===== config.mk =====
export PLATFORM = sky130hd
export DESIGN_NAME = spi_master_flat
export DESIGN_NICKNAME = d
export VERILOG_FILES = /design/src/rtl/spi_master_if.sv /design/src/rtl/spi_master.sv /design/src/flat_wrapper.sv
export SDC_FILE = /design/constraint.sdc
export NUM_CORES = 1
export LEC_CHECK = 0
export CELL_PAD_IN_SITES_DETAIL_PLACEMENT = 1
export CELL_PAD_IN_SITES_GLOBAL_PLACEMENT = 2
export CORE_ASPECT_RATIO = 0.7
export CORE_MARGIN = 2
export CORE_UTILIZATION = 43
export DETAILED_ROUTE_END_ITERATION = 10
export GPL_TIMING_DRIVEN = 0
export PLACE_DENSITY = 0.9
export SYNTH_ARGS = -nofsm -noshare
export SYNTH_HDL_FRONTEND = slang
export SYNTH_SLANG_ARGS = --single-unit

===== constraint.sdc =====
create_clock -name clk_i -period 5.3 [get_ports clk_i]
set_input_delay 1.06 -clock clk_i [delete_from_list [all_inputs] [get_ports clk_i]]
set_output_delay 1.06 -clock clk_i [all_outputs]
set_load 0.02 [all_outputs]

===== src/rtl/spi_master_if.sv =====
`default_nettype none
// ============================================================================
// Module   : spi_master_if
// Brief    : CPU peripheral-bus bundle for spi_master (select, data, strobes).
// Revision : 1.0 - initial release
// ============================================================================
interface spi_master_if;
    logic [1:0] addr;
    logic [7:0] data_in;
    logic [7:0] data_out;
    logic       bus_cyc;
    logic       bus_we;

    modport master (
        output addr,
        output data_in,
        output bus_cyc,
        output bus_we,
        input  data_out
    );

    modport slave (
        input  addr,
        input  data_in,
        input  bus_cyc,
        input  bus_we,
        output data_out
    );
endinterface
`default_nettype wire


===== src/rtl/spi_master.sv =====
`default_nettype none
// ============================================================================
// Module   : spi_master
// Brief    : Bus-mapped SPI master with TX/RX FIFOs, clock divider and level
//            irq. Define SPI_CS_AUTO_EN to add CTRL bit7 (automatic CS_n).
// Revision : 1.0 - initial release
// ============================================================================
module spi_master #(
    parameter int FIFO_DEPTH = 4
) (
    input  wire          clk_i,
    input  wire          rst,
    spi_master_if.slave  bus,
    output logic         irq,
    output logic         SCK,
    output logic         MOSI,
    input  wire          MISO,
    output logic         CS_n
);

    localparam int c_PTR_W = $clog2(FIFO_DEPTH);
    localparam int c_CNT_W = c_PTR_W + 1;
    localparam logic [c_CNT_W-1:0] c_FULL = c_CNT_W'(FIFO_DEPTH);
`ifdef SPI_CS_AUTO_EN
    localparam logic [7:0] c_CTRL_MASK = 8'hDF;
`else
    localparam logic [7:0] c_CTRL_MASK = 8'h5F;
`endif

    typedef enum logic [1:0] {
        S_IDLE  = 2'd0,
        S_LOAD  = 2'd1,
        S_SHIFT = 2'd2,
        S_DONE  = 2'd3
    } state_t;

    state_t               r_state;
    logic                 r_bus_cyc_d;
    logic [7:0]           r_ctrl;
    logic [7:0]           r_div;
    logic                 r_ovr;
    logic                 r_busy;
    logic                 r_sck;
    logic                 r_mosi;
    logic                 r_cpha;
    logic [7:0]           r_shift;
    logic [7:0]           r_rx_sh;
    logic [7:0]           r_hp_cnt;
    logic [4:0]           r_edge_cnt;

    logic [7:0]           r_tx_mem [FIFO_DEPTH];
    logic [c_PTR_W-1:0]   r_tx_wp;
    logic [c_PTR_W-1:0]   r_tx_rp;
    logic [c_CNT_W-1:0]   r_tx_cnt;
    logic [7:0]           r_rx_mem [FIFO_DEPTH];
    logic [c_PTR_W-1:0]   r_rx_wp;
    logic [c_PTR_W-1:0]   r_rx_rp;
    logic [c_CNT_W-1:0]   r_rx_cnt;

    logic w_access, w_wr, w_rd;
    logic w_tx_full, w_tx_empty, w_rx_full, w_rx_empty;
    logic w_tx_push, w_tx_pop, w_rx_push, w_rx_pop;
    logic w_lead;
    logic [7:0] w_tx_head, w_rx_head, w_status;

    // One register operation per bus_cyc assertion, however long it is held.
    assign w_access   = bus.bus_cyc & ~r_bus_cyc_d;
    assign w_wr       = w_access & bus.bus_we;
    assign w_rd       = w_access & ~bus.bus_we;

    assign w_tx_full  = (r_tx_cnt == c_FULL);
    assign w_tx_empty = (r_tx_cnt == '0);
    assign w_rx_full  = (r_rx_cnt == c_FULL);
    assign w_rx_empty = (r_rx_cnt == '0);
    assign w_tx_head  = r_tx_mem[r_tx_rp];
    assign w_rx_head  = r_rx_mem[r_rx_rp];

    assign w_tx_push  = w_wr & (bus.addr == 2'd0) & ~w_tx_full;
    assign w_tx_pop   = (r_state == S_LOAD) & r_ctrl[0];
    assign w_rx_push  = (r_state == S_DONE) & ~w_rx_full;
    assign w_rx_pop   = w_rd & (bus.addr == 2'd0) & ~w_rx_empty;

    assign w_status   = {2'b00, r_ovr, w_rx_full, w_rx_empty, w_tx_empty, w_tx_full, r_busy};

    always_comb begin
        bus.data_out = 8'h00;
        case (bus.addr)
            2'd0:    bus.data_out = w_rx_empty ? 8'h00 : w_rx_head;
            2'd1:    bus.data_out = w_status;
            2'd2:    bus.data_out = r_ctrl;
            default: bus.data_out = r_div;
        endcase
    end

    assign irq  = (r_ctrl[3] & ~w_rx_empty) | (r_ctrl[4] & w_tx_empty & ~r_busy) | r_ovr;
    assign SCK  = r_sck;
    assign MOSI = r_mosi;
`ifdef SPI_CS_AUTO_EN
    assign CS_n = r_ctrl[7] ? ~r_busy : ~r_ctrl[6];
`else
    assign CS_n = ~r_ctrl[6];
`endif

    always_ff @(posedge clk_i or posedge rst) begin
        if (rst) begin
            r_bus_cyc_d <= 1'b0;
            r_ctrl      <= 8'h00;
            r_div       <= 8'h00;
            r_ovr       <= 1'b0;
        end else begin
            r_bus_cyc_d <= bus.bus_cyc;
            if (w_wr && bus.addr == 2'd2) r_ctrl <= bus.data_in & c_CTRL_MASK;
            if (w_wr && bus.addr == 2'd3) r_div  <= bus.data_in;
            if (r_state == S_DONE && w_rx_full)
                r_ovr <= 1'b1;
            else if (w_wr && bus.addr == 2'd1 && bus.data_in[5])
                r_ovr <= 1'b0;
        end
    end

    always_ff @(posedge clk_i or posedge rst) begin
        if (rst) begin
            for (int i = 0; i < FIFO_DEPTH; i++) r_tx_mem[i] <= 8'h00;
            r_tx_wp  <= '0;
            r_tx_rp  <= '0;
            r_tx_cnt <= '0;
        end else begin
            if (w_tx_push) begin
                r_tx_mem[r_tx_wp] <= bus.data_in;
                r_tx_wp           <= r_tx_wp + c_PTR_W'(1);
            end
            if (w_tx_pop) r_tx_rp <= r_tx_rp + c_PTR_W'(1);
            case ({w_tx_push, w_tx_pop})
                2'b10:   r_tx_cnt <= r_tx_cnt + c_CNT_W'(1);
                2'b01:   r_tx_cnt <= r_tx_cnt - c_CNT_W'(1);
                default: r_tx_cnt <= r_tx_cnt;
            endcase
        end
    end

    always_ff @(posedge clk_i or posedge rst) begin
        if (rst) begin
            for (int i = 0; i < FIFO_DEPTH; i++) r_rx_mem[i] <= 8'h00;
            r_rx_wp  <= '0;
            r_rx_rp  <= '0;
            r_rx_cnt <= '0;
        end else begin
            if (w_rx_push) begin
                r_rx_mem[r_rx_wp] <= r_rx_sh;
                r_rx_wp           <= r_rx_wp + c_PTR_W'(1);
            end
            if (w_rx_pop) r_rx_rp <= r_rx_rp + c_PTR_W'(1);
            case ({w_rx_push, w_rx_pop})
                2'b10:   r_rx_cnt <= r_rx_cnt + c_CNT_W'(1);
                2'b01:   r_rx_cnt <= r_rx_cnt - c_CNT_W'(1);
                default: r_rx_cnt <= r_rx_cnt;
            endcase
        end
    end

    // Edge number r_edge_cnt+1 is odd (leading) when r_edge_cnt is even.
    assign w_lead = ~r_edge_cnt[0];

    always_ff @(posedge clk_i or posedge rst) begin
        if (rst) begin
            r_state    <= S_IDLE;
            r_busy     <= 1'b0;
            r_sck      <= 1'b0;
            r_mosi     <= 1'b0;
            r_cpha     <= 1'b0;
            r_shift    <= 8'h00;
            r_rx_sh    <= 8'h00;
            r_hp_cnt   <= 8'h00;
            r_edge_cnt <= 5'd0;
        end else if ((r_state == S_LOAD || r_state == S_SHIFT) && !r_ctrl[0]) begin
            // Abort: partial byte is dropped, queued TX bytes stay put.
            r_state <= S_IDLE;
            r_busy  <= 1'b0;
            r_sck   <= r_ctrl[1];
        end else begin
            case (r_state)
                S_IDLE: begin
                    r_sck <= r_ctrl[1];
                    if (r_ctrl[0] && !w_tx_empty) begin
                        r_state <= S_LOAD;
                        r_busy  <= 1'b1;
                    end
                end
                S_LOAD: begin
                    r_shift    <= w_tx_head;
                    r_mosi     <= w_tx_head[7];
                    r_cpha     <= r_ctrl[2];
                    r_hp_cnt   <= r_div;
                    r_edge_cnt <= 5'd0;
                    r_state    <= S_SHIFT;
                end
                S_SHIFT: begin
                    if (r_hp_cnt != 8'd0) begin
                        r_hp_cnt <= r_hp_cnt - 8'd1;
                    end else begin
                        r_hp_cnt   <= r_div;
                        r_sck      <= ~r_sck;
                        r_edge_cnt <= r_edge_cnt + 5'd1;
                        if (w_lead ^ r_cpha) begin
                            r_rx_sh <= {r_rx_sh[6:0], MISO};
                        end else if (r_edge_cnt != 5'd15) begin
                            // CPHA=1 drives the current MSB on each leading edge.
                            r_mosi  <= r_cpha ? r_shift[7] : r_shift[6];
                            r_shift <= {r_shift[6:0], 1'b0};
                        end
                        if (r_edge_cnt == 5'd15) r_state <= S_DONE;
                    end
                end
                default: begin
                    if (r_ctrl[0] && !w_tx_empty) begin
                        r_state <= S_LOAD;
                    end else begin
                        r_state <= S_IDLE;
                        r_busy  <= 1'b0;
                    end
                end
            endcase
        end
    end

endmodule
`default_nettype wire

===== src/flat_wrapper.sv =====
// flat-port wrapper written by rule: the top's interface ports become plain ports
module spi_master_flat 
#(
    parameter int FIFO_DEPTH = 4
)
  (clk_i, rst, irq, SCK, MOSI, MISO, CS_n, bus_addr, bus_data_in, bus_bus_cyc, bus_bus_we, bus_data_out);
  spi_master_if bus_i ();
  input  wire clk_i;
  input  wire rst;
  output logic irq;
  output logic SCK;
  output logic MOSI;
  input  wire MISO;
  output logic CS_n;
  input wire logic [$bits(bus_i.addr)-1:0] bus_addr;
  input wire logic [$bits(bus_i.data_in)-1:0] bus_data_in;
  input wire logic [$bits(bus_i.bus_cyc)-1:0] bus_bus_cyc;
  input wire logic [$bits(bus_i.bus_we)-1:0] bus_bus_we;
  output wire logic [$bits(bus_i.data_out)-1:0] bus_data_out;
  assign bus_i.addr = bus_addr;
  assign bus_i.data_in = bus_data_in;
  assign bus_i.bus_cyc = bus_bus_cyc;
  assign bus_i.bus_we = bus_bus_we;
  assign bus_data_out = bus_i.data_out;
  spi_master #(.FIFO_DEPTH(FIFO_DEPTH)) u_core (.clk_i(clk_i), .rst(rst), .bus(bus_i), .irq(irq), .SCK(SCK), .MOSI(MOSI), .MISO(MISO), .CS_n(CS_n));
endmodule

# ---- After elaboration in Yosys (flattened, before gate mapping)
# Cells that the tools add are included.
dict set report word_totals {
  reg_bits 129
  output_inout_bits 12
  wordCells 170
}
dict set report op_classes {
  addsub 10
  n_lt_le_gt_ge 6
  eq_ne 22
  mux 44
  bitwise 30
  n_reduce_logical 31
}
# cell count
set op_table {}
lappend op_table {{$mux 8} 11}
lappend op_table {{$bwmux 32} 2}
lappend op_table {{$bmux 8 s2} 2}
lappend op_table {{$demux 8 s2} 2}
lappend op_table {{$pmux 8 s2} 2}
lappend op_table {{$pmux 8 s3} 1}
lappend op_table {{$and 1x1->1} 12}
lappend op_table {{$eq 2x2->1 const B} 6}
lappend op_table {{$ge 3x3->1 const B} 4}
lappend op_table {{$mux 1} 12}
lappend op_table {{$not 2->3} 4}
lappend op_table {{$pmux 3 s2} 2}
lappend op_table {{$not 1->1} 11}
lappend op_table {{$pmux 5 s2} 1}
lappend op_table {{$logic_and 1x1->1} 9}
lappend op_table {{$reduce_and 3->1} 3}
lappend op_table {{$add 2x1->2 const B} 4}
lappend op_table {{$eq 2x1->1 const B} 4}
lappend op_table {{$mux 2} 4}
lappend op_table {{$reduce_bool 2->1} 4}
lappend op_table {{$reduce_bool 8->1} 1}
lappend op_table {{$sub 8x1->8 const B} 1}
lappend op_table {{$add 3x1->3 const B} 2}
lappend op_table {{$eq 3x3->1 const B} 2}
lappend op_table {{other kinds (24)} 37}

# ---- Longest topological paths before layout
# Gate-level depths: netlist of run 1.
dict set report logic_depth {
  word_depth 7
  mapped_depth 10
  ltp_nobuf 10
}

# ---- Least setup slack after synthesis of run 1
# OpenSTA, ideal clock, no wires.
dict set report synth_timing {
  path_type {input-to-output}
  start {input port bus_addr[0]}
  end {output port bus_data_out[4]}
  arrival_time_ps 2332
  t_required_ps 4240
  path_slack_ps 1908
  cell_stages 4
  path_buffers 2
  cell_sequence {clkbuf_1 buf_1 nor2_1 o31ai_1}
}
dict set report synth_between {
  elab_chain_cells 2
  word_cells_on_any_way 4
  cone_classes {eq/ne: 2; mux: 1; reduce/logical: 1}
}
# element line
set synth_rtl {}
lappend synth_rtl {{from (decl)} flat_wrapper.sv:15} ;# input wire logic [$bits(bus_i.addr)-1:0] bus_addr;
lappend synth_rtl {{$eq 2x2->1 (tied with other cells)} spi_master.sv:87} ;# case (bus.addr)
lappend synth_rtl {{$pmux 8 s3 (*)} spi_master.sv:87}
lappend synth_rtl {{to (decl)} flat_wrapper.sv:19} ;# output wire logic [$bits(bus_i.data_out)-1:0] bus_data_out;
# Mark *: on every way between the ends. The rest lies on a longest branch, timed or not.

# ---- Worst setup path after layout of run 1
dict set report layout_timing {
  start {input port bus_addr[0]}
  end {output port bus_data_out[3]}
}
# The elaborated chain is that of the path after synthesis.

==> results of run 1 <==
-- critical path, cell delays in order --
cell and delay [ns]:
clkdlybuf4s50_1 0.58, clkbuf_1 0.43, buf_1 0.51, a21oi_1 0.18, a22oi_1 0.30, clkdlybuf4s50_1 0.66
-- state kept, by name, summed over array words and instances, names as in the netlist --
register and cells:
u_core.MOSI 1, u_core.SCK 1, u_core.r_bus_cyc_d 1, u_core.r_busy 1
u_core.r_cpha 1, u_core.r_ctrl 6, u_core.r_div 8, u_core.r_edge_cnt 5
u_core.r_hp_cnt 8, u_core.r_ovr 1, u_core.r_rx_cnt 3, u_core.r_rx_mem 32
u_core.r_rx_rp 2, u_core.r_rx_sh 8, u_core.r_rx_wp 2, u_core.r_shift 8
u_core.r_state 2, u_core.r_tx_cnt 3, u_core.r_tx_mem 32, u_core.r_tx_rp 2
u_core.r_tx_wp 2
-- layer usage --
layer,vias up,global-route usage (%),share of wire [%]
met5,-,0,0
met4,0,6.12,1.1
met3,13,4.98,3.4
met2,73,33.7,48
met1,2245,31.0,48
li1,1874,-,-
-- cell usage after synthesis, drive strengths merged, types with 5 or more instances --
master / number / area, um^2
dfrtp: 129 / 3230
mux2: 101 / 1140
inv: 31 / 116
nand2: 28 / 105
o21ai: 20 / 100
a21oi: 18 / 93.8
ha: 18 / 225
mux4: 16 / 360
nor2: 15 / 56.3
clkbuf: 12 / 45.0
mux2i: 9 / 90.1
xnor2: 9 / 78.8
buf: 8 / 45.0
nor3: 6 / 41.3
o31ai: 6 / 50.1
and2: 5 / 31.3
nand3: 5 / 25.0
xor2: 5 / 43.8
-- report_power, final --
group	leakage [nW]	total [mW]	internal, mW	switching, mW
Clock	0.281	1.21	0.749	0.458
Sequential	1.69	1.46	1.24	0.224
Combinational	1.42	1.13	0.530	0.598
Total	3.39	3.80	2.52	1.28
-- final timing paths --
| check | start | to | depth (start not counted) | slack [ns] |
|---|---|---|---|---|
| max | bus_addr[0] | bus_data_out[3] | 6 | 0.51 |
| min | u_core.r_edge_cnt[3]$_DFFE_PP0P_ | u_core.r_edge_cnt[3]$_DFFE_PP0P_ | 1 | 0.48 |
| max reg2reg | u_core.r_rx_cnt[0]$_DFFE_PP0P_ | u_core.r_rx_cnt[2]$_DFFE_PP0P_ | 9 | 2.60 |
| min reg2reg | u_core.r_edge_cnt[3]$_DFFE_PP0P_ | u_core.r_edge_cnt[3]$_DFFE_PP0P_ | 1 | 0.48 |
| max in group asynchronous | rst | u_core.r_tx_mem[21]$_DFFE_PP0P_ | 3 | 3.52 |
| min in group asynchronous | rst | u_core.r_hp_cnt[0]$_DFFE_PP0N_ | 2 | 1.03 |
-- area by class of cell --
class,instances,area (um^2)
sequential,129,3230
buffer,20,90.1
timing repair buffer,26,278
fill,1505,7080
inverter,31,121
clock buffer,18,439
clock inverter,12,160
tap,195,244
multi-input combinational,313,2900
-- per-stage QoR --
stage | area (um^2) | setup TNS [ns] | util [%]
6_report | 7460 | 0 | 51.3
5_1_grt | 7460 | 0 | 51.3
4_1_cts | 7460 | 0 | 51.3
3_5_place_dp | 6860 | 0 | 47.2
3_3_place_gp | 6830 | -117.92 | 47.0
2_1_floorplan | 6330 | 0 | -
-- cells by family (layout without fill, tap and decap cells) --
| logic type | count (synthesis) | in the layout |
|---|---|---|
| xor+xnor | 14 | 14 |
| fa+ha+maj | 20 | 20 |
| flops | 129 | 129 |
| buf+inv | 51 | 107 |
| mux | 126 | 126 |
| simple gates | 79 | 79 |
| compound gates | 74 | 74 |
==> results.cfg, run 1 <==
[yosys]
synthDistinctLibCells = 53
netlist_instances = 493
yosys-mux-area-fraction_pct = 25.1
async_flop_share_pct = 100
seq_area_frac_synth_pct = 51.0
yosys_warnings = 0
syn_area_um2 = 6330
synth-edff-count = 0
synthSimpleGateAreaFrac_pct = 6.54
synth-compound-area-share_pct = 8.06
synth_top_family_by_area = multiplexers
syn_avg_cell_area_um2 = 12.8
synth_xor_area_share_pct = 1.94
ys_ff_latch = 129
synth-main-ff-cell = dfrtp_1
synthAdderAreaFrac_pct = 4.19
syn_nets = 528

[sta]
fin_ws_ns = 0.507
maxSlewViolCount = 0
slew_headroom_pct = 35.6
fmax_ghz = 0.209
worst_pin_slew_ns = 0.958
clock_skew_ns = 0.0113
whs_ns = 0.481
rsz0062_at_grt = false
finalSetupViolCount = 0
hold_viol_final = 0
finalCritPeriodShare_pct = 90.4
min_period_ns = 4.79

[placement]
place_ws_ns = 0.673
dp_cells = 714
hpwlAfterDp_um = 10700
gp_congestion = 0.806
portBuffers = 25

[routing]
drtIter0Drc = 239
via_per_inst = 5.65
drc_errors = 0
ant_nets = 0
routed_wl_um = 15800
vias = 4205
drtPass1Iterations = 4
routedWlPerCell_um = 21.2

[global_routing]
grt_max_degree = 88
grtUsageTotal_pct = 21.8
grt_pass1_vias = 4564
antenna_found_initial = 0
grt_pass1_wl_um = 25500
overflow = 0

[power_and_ir_drop]
power_mw = 3.80
p_leak_nw = 3.39
ir_drop_uv = 208
pwr_density_cell_nw_per_um2 = 509

[cells_and_area]
drive_gt1_share_pct = 29.7
fin_cells = 744
diodes = 0
layout_common_cells = dfrtp_1 (129), mux2_2 (101), inv_1 (30)
layout_commonest_cell = dfrtp_1
syn_to_final_growth_pct = 17.8
fin_nets = 573

[clocking]
cts_buffers = 17
cts_resized = 0
cts_setup_buffers = 0
cts.sinks = 129
holdBufCountCts = 0
cts_tree = yes
path_clk_slew_ns = 0.05
clk_path_buf_depth = 2
clock-root-buffer = clkbuf_16
htreeDepth = 4
clock_latency_ns = 0.42

[worst_hold_path]
min_path_type = reg -> reg

[run]
max_cap_viol_count = 0

[critical_path]
critPathArrivalTime_ns = 3.73
crit_type = in -> out
end_kind = primary output
cp_max_fo = 10
crit_required_ns = 4.24
startpoint_type = input pin

[floorplanning]
die_area_um2 = 15700
fp.dieH_um = 106
core_um2 = 14500
io_pins = 27
rows = 37
fp.dieW_um = 149
initial_core_util_pct = 43.6

[status]
status = finished clean
No activity file was read; power rests on OpenSTA's default activity.
==> run 2: changes to the inputs <==
- SETUP_SLACK_MARGIN: unset -> 0.5
==> results.cfg, run 2 (synthesized netlist as in run 1, its figures left out) <==
[sta]
fmax_ghz = 0.217
slew_headroom_pct = 35.6
maxSlewViolCount = 0
finalCritPeriodShare_pct = 86.9
rsz0062_at_grt = false
hold_viol_final = 0
clock_skew_ns = 0.0109
worst_pin_slew_ns = 0.958
min_period_ns = 4.61
finalSetupViolCount = 0

[critical_path]
worstReg2RegStart = u_core.r_rx_cnt[0]$_DFFE_PP0P_
crit_required_ns = 4.24
r2r_slack_ns = 2.60
cp_max_fo = 10
r2r_cells = 9
crit_start = bus_addr[0]
startpoint_type = input pin
crit_type = in -> out
r2r-end = u_core.r_rx_cnt[2]$_DFFE_PP0P_
end_kind = primary output
critPathArrivalTime_ns = 3.55

[routing]
drtPass1Iterations = 4
routedWlPerCell_um = 21.2
drc_errors = 0
ant_nets = 0
routed_wl_um = 15800
via_per_inst = 5.65
drtIter0Drc = 243
vias = 4205

[power_and_ir_drop]
pwr_density_cell_nw_per_um2 = 509
ir_drop_uv = 208
p_seq_share_pct = 38.5
p_sw_mw = 1.28
intPower_mw = 2.52
switching_share_pct = 33.7
power_mw = 3.80
p_leak_nw = 3.39
clkPwrFrac_pct = 31.8
pwr-share-comb_pct = 29.7

[cells_and_area]
fin_cells = 744
ff_latch_area_um2 = 3230
fin_area_um2 = 7460
fin_util_pct = 51.3
fin_nets = 573
diodes = 0
layout_commonest_cell = dfrtp_1
syn_to_final_growth_pct = 17.8
fill_cells = 1504
layout_common_cells = dfrtp_1 (129), mux2_2 (101), inv_1 (30)
largestRegisters = u_core.r_rx_mem: 32 flops, u_core.r_tx_mem: 32 flops
drive_gt1_share_pct = 29.9
multi_input_area_um2 = 2900

[worst_hold_path]
min_path_cells = 1
hold_path_startpoint = u_core.r_edge_cnt[3]$_DFFE_PP0P_
whs_endpoint = u_core.r_edge_cnt[3]$_DFFE_PP0P_
min_path_type = reg -> reg

[clocking]
cts.sinks = 129
cts_setup_buffers = 0
htreeDepth = 4
path_clk_slew_ns = 0.05
cts_tree = yes
clk_path_buf_depth = 2
cts_buffers = 17
clock-root-buffer = clkbuf_16
clock_latency_ns = 0.42

[global_routing]
grtUsageTotal_pct = 21.8
antenna_found_initial = 0
grt_pass1_wl_um = 25500
overflow = 0
grt_max_degree = 88
grt_pass1_vias = 4564

[placement]
portBuffers = 25
gp_congestion = 0.806
dp_cells = 714
placed_cell_area_um2 = 6860
hpwlAfterDp_um = 10700

[floorplanning]
die_area_um2 = 15700
fp.dieH_um = 106
io_pins = 27
initial_core_util_pct = 43.6
core_um2 = 14500
rows = 37
fp.dieW_um = 149

[run]
max_cap_viol_count = 0

[status]
status = finished clean
run 2: layer usage:
metal	wire (um)	up-vias	global-route usage, %
li1	-	1875	-
met1	7560	2242	31.0
met2	7500	75	33.7
met3	559	13	4.98
met4	181	0	6.12
met5	0	-	0
run 2: how the worst max path moves through the flow:
stage / to / slack, ns
5_1_grt: bus_data_out[4] / 0.64
4_1_cts: bus_data_out[4] / 0.55
3_5_place_dp: bus_data_out[4] / 0.67
6_report: bus_data_out[3] / 0.69
3_3_place_gp: u_core.r_rx_sh[0]$_DFFE_PP0P_ / -0.92
2_1_floorplan: u_core.MOSI$_DFFE_PP0P_ / 0.80
run 2: power groups by stage:
stage          sequential, mW  combinational [mW]  clock (mW)
2_1_floorplan            1.39               0.828           0
3_3_place_gp             1.44                1.06           0
3_5_place_dp             1.47                1.12           0
4_1_cts                  1.46                1.14        1.23
5_1_grt                  1.49                1.25        1.27
6_report                 1.46                1.13        1.21
run 2: critical path: stages:
cell             delay (ns)
clkdlybuf4s50_1        0.58
clkbuf_1               0.43
clkbuf_2               0.37
a21oi_1                0.14
a22oi_1                0.30
clkdlybuf4s50_1        0.66
run 2: per-stage QoR:
stage	setup TNS, ns	hold WS (ns)	worst slack [ns]
after floorplan	0	0.437	0.799
after global placement	-117.92	0.461	-0.923
after detailed placement	0	0.475	0.673
after CTS	0	0.487	0.553
after global routing	0	0.503	0.636
final	0	0.481	0.693
run 2: what timing repair did:
action / in CTS / in global routing
endpoints found under the setup margin: 0 / 5
endpoints found under the hold margin: 0 / 0
hold buffers: 0 / 0
resized for setup: 0 / 1
run 2: final cells by class:
type	instances	area share (%)
Clock buffer	18	5.89
Tap cell	195	3.27
Clock inverter	12	2.15
Multi-Input combinational cell	313	38.9
Buffer	20	1.22
Sequential cell	129	43.3
Timing Repair Buffer	26	3.72
Inverter	31	1.63
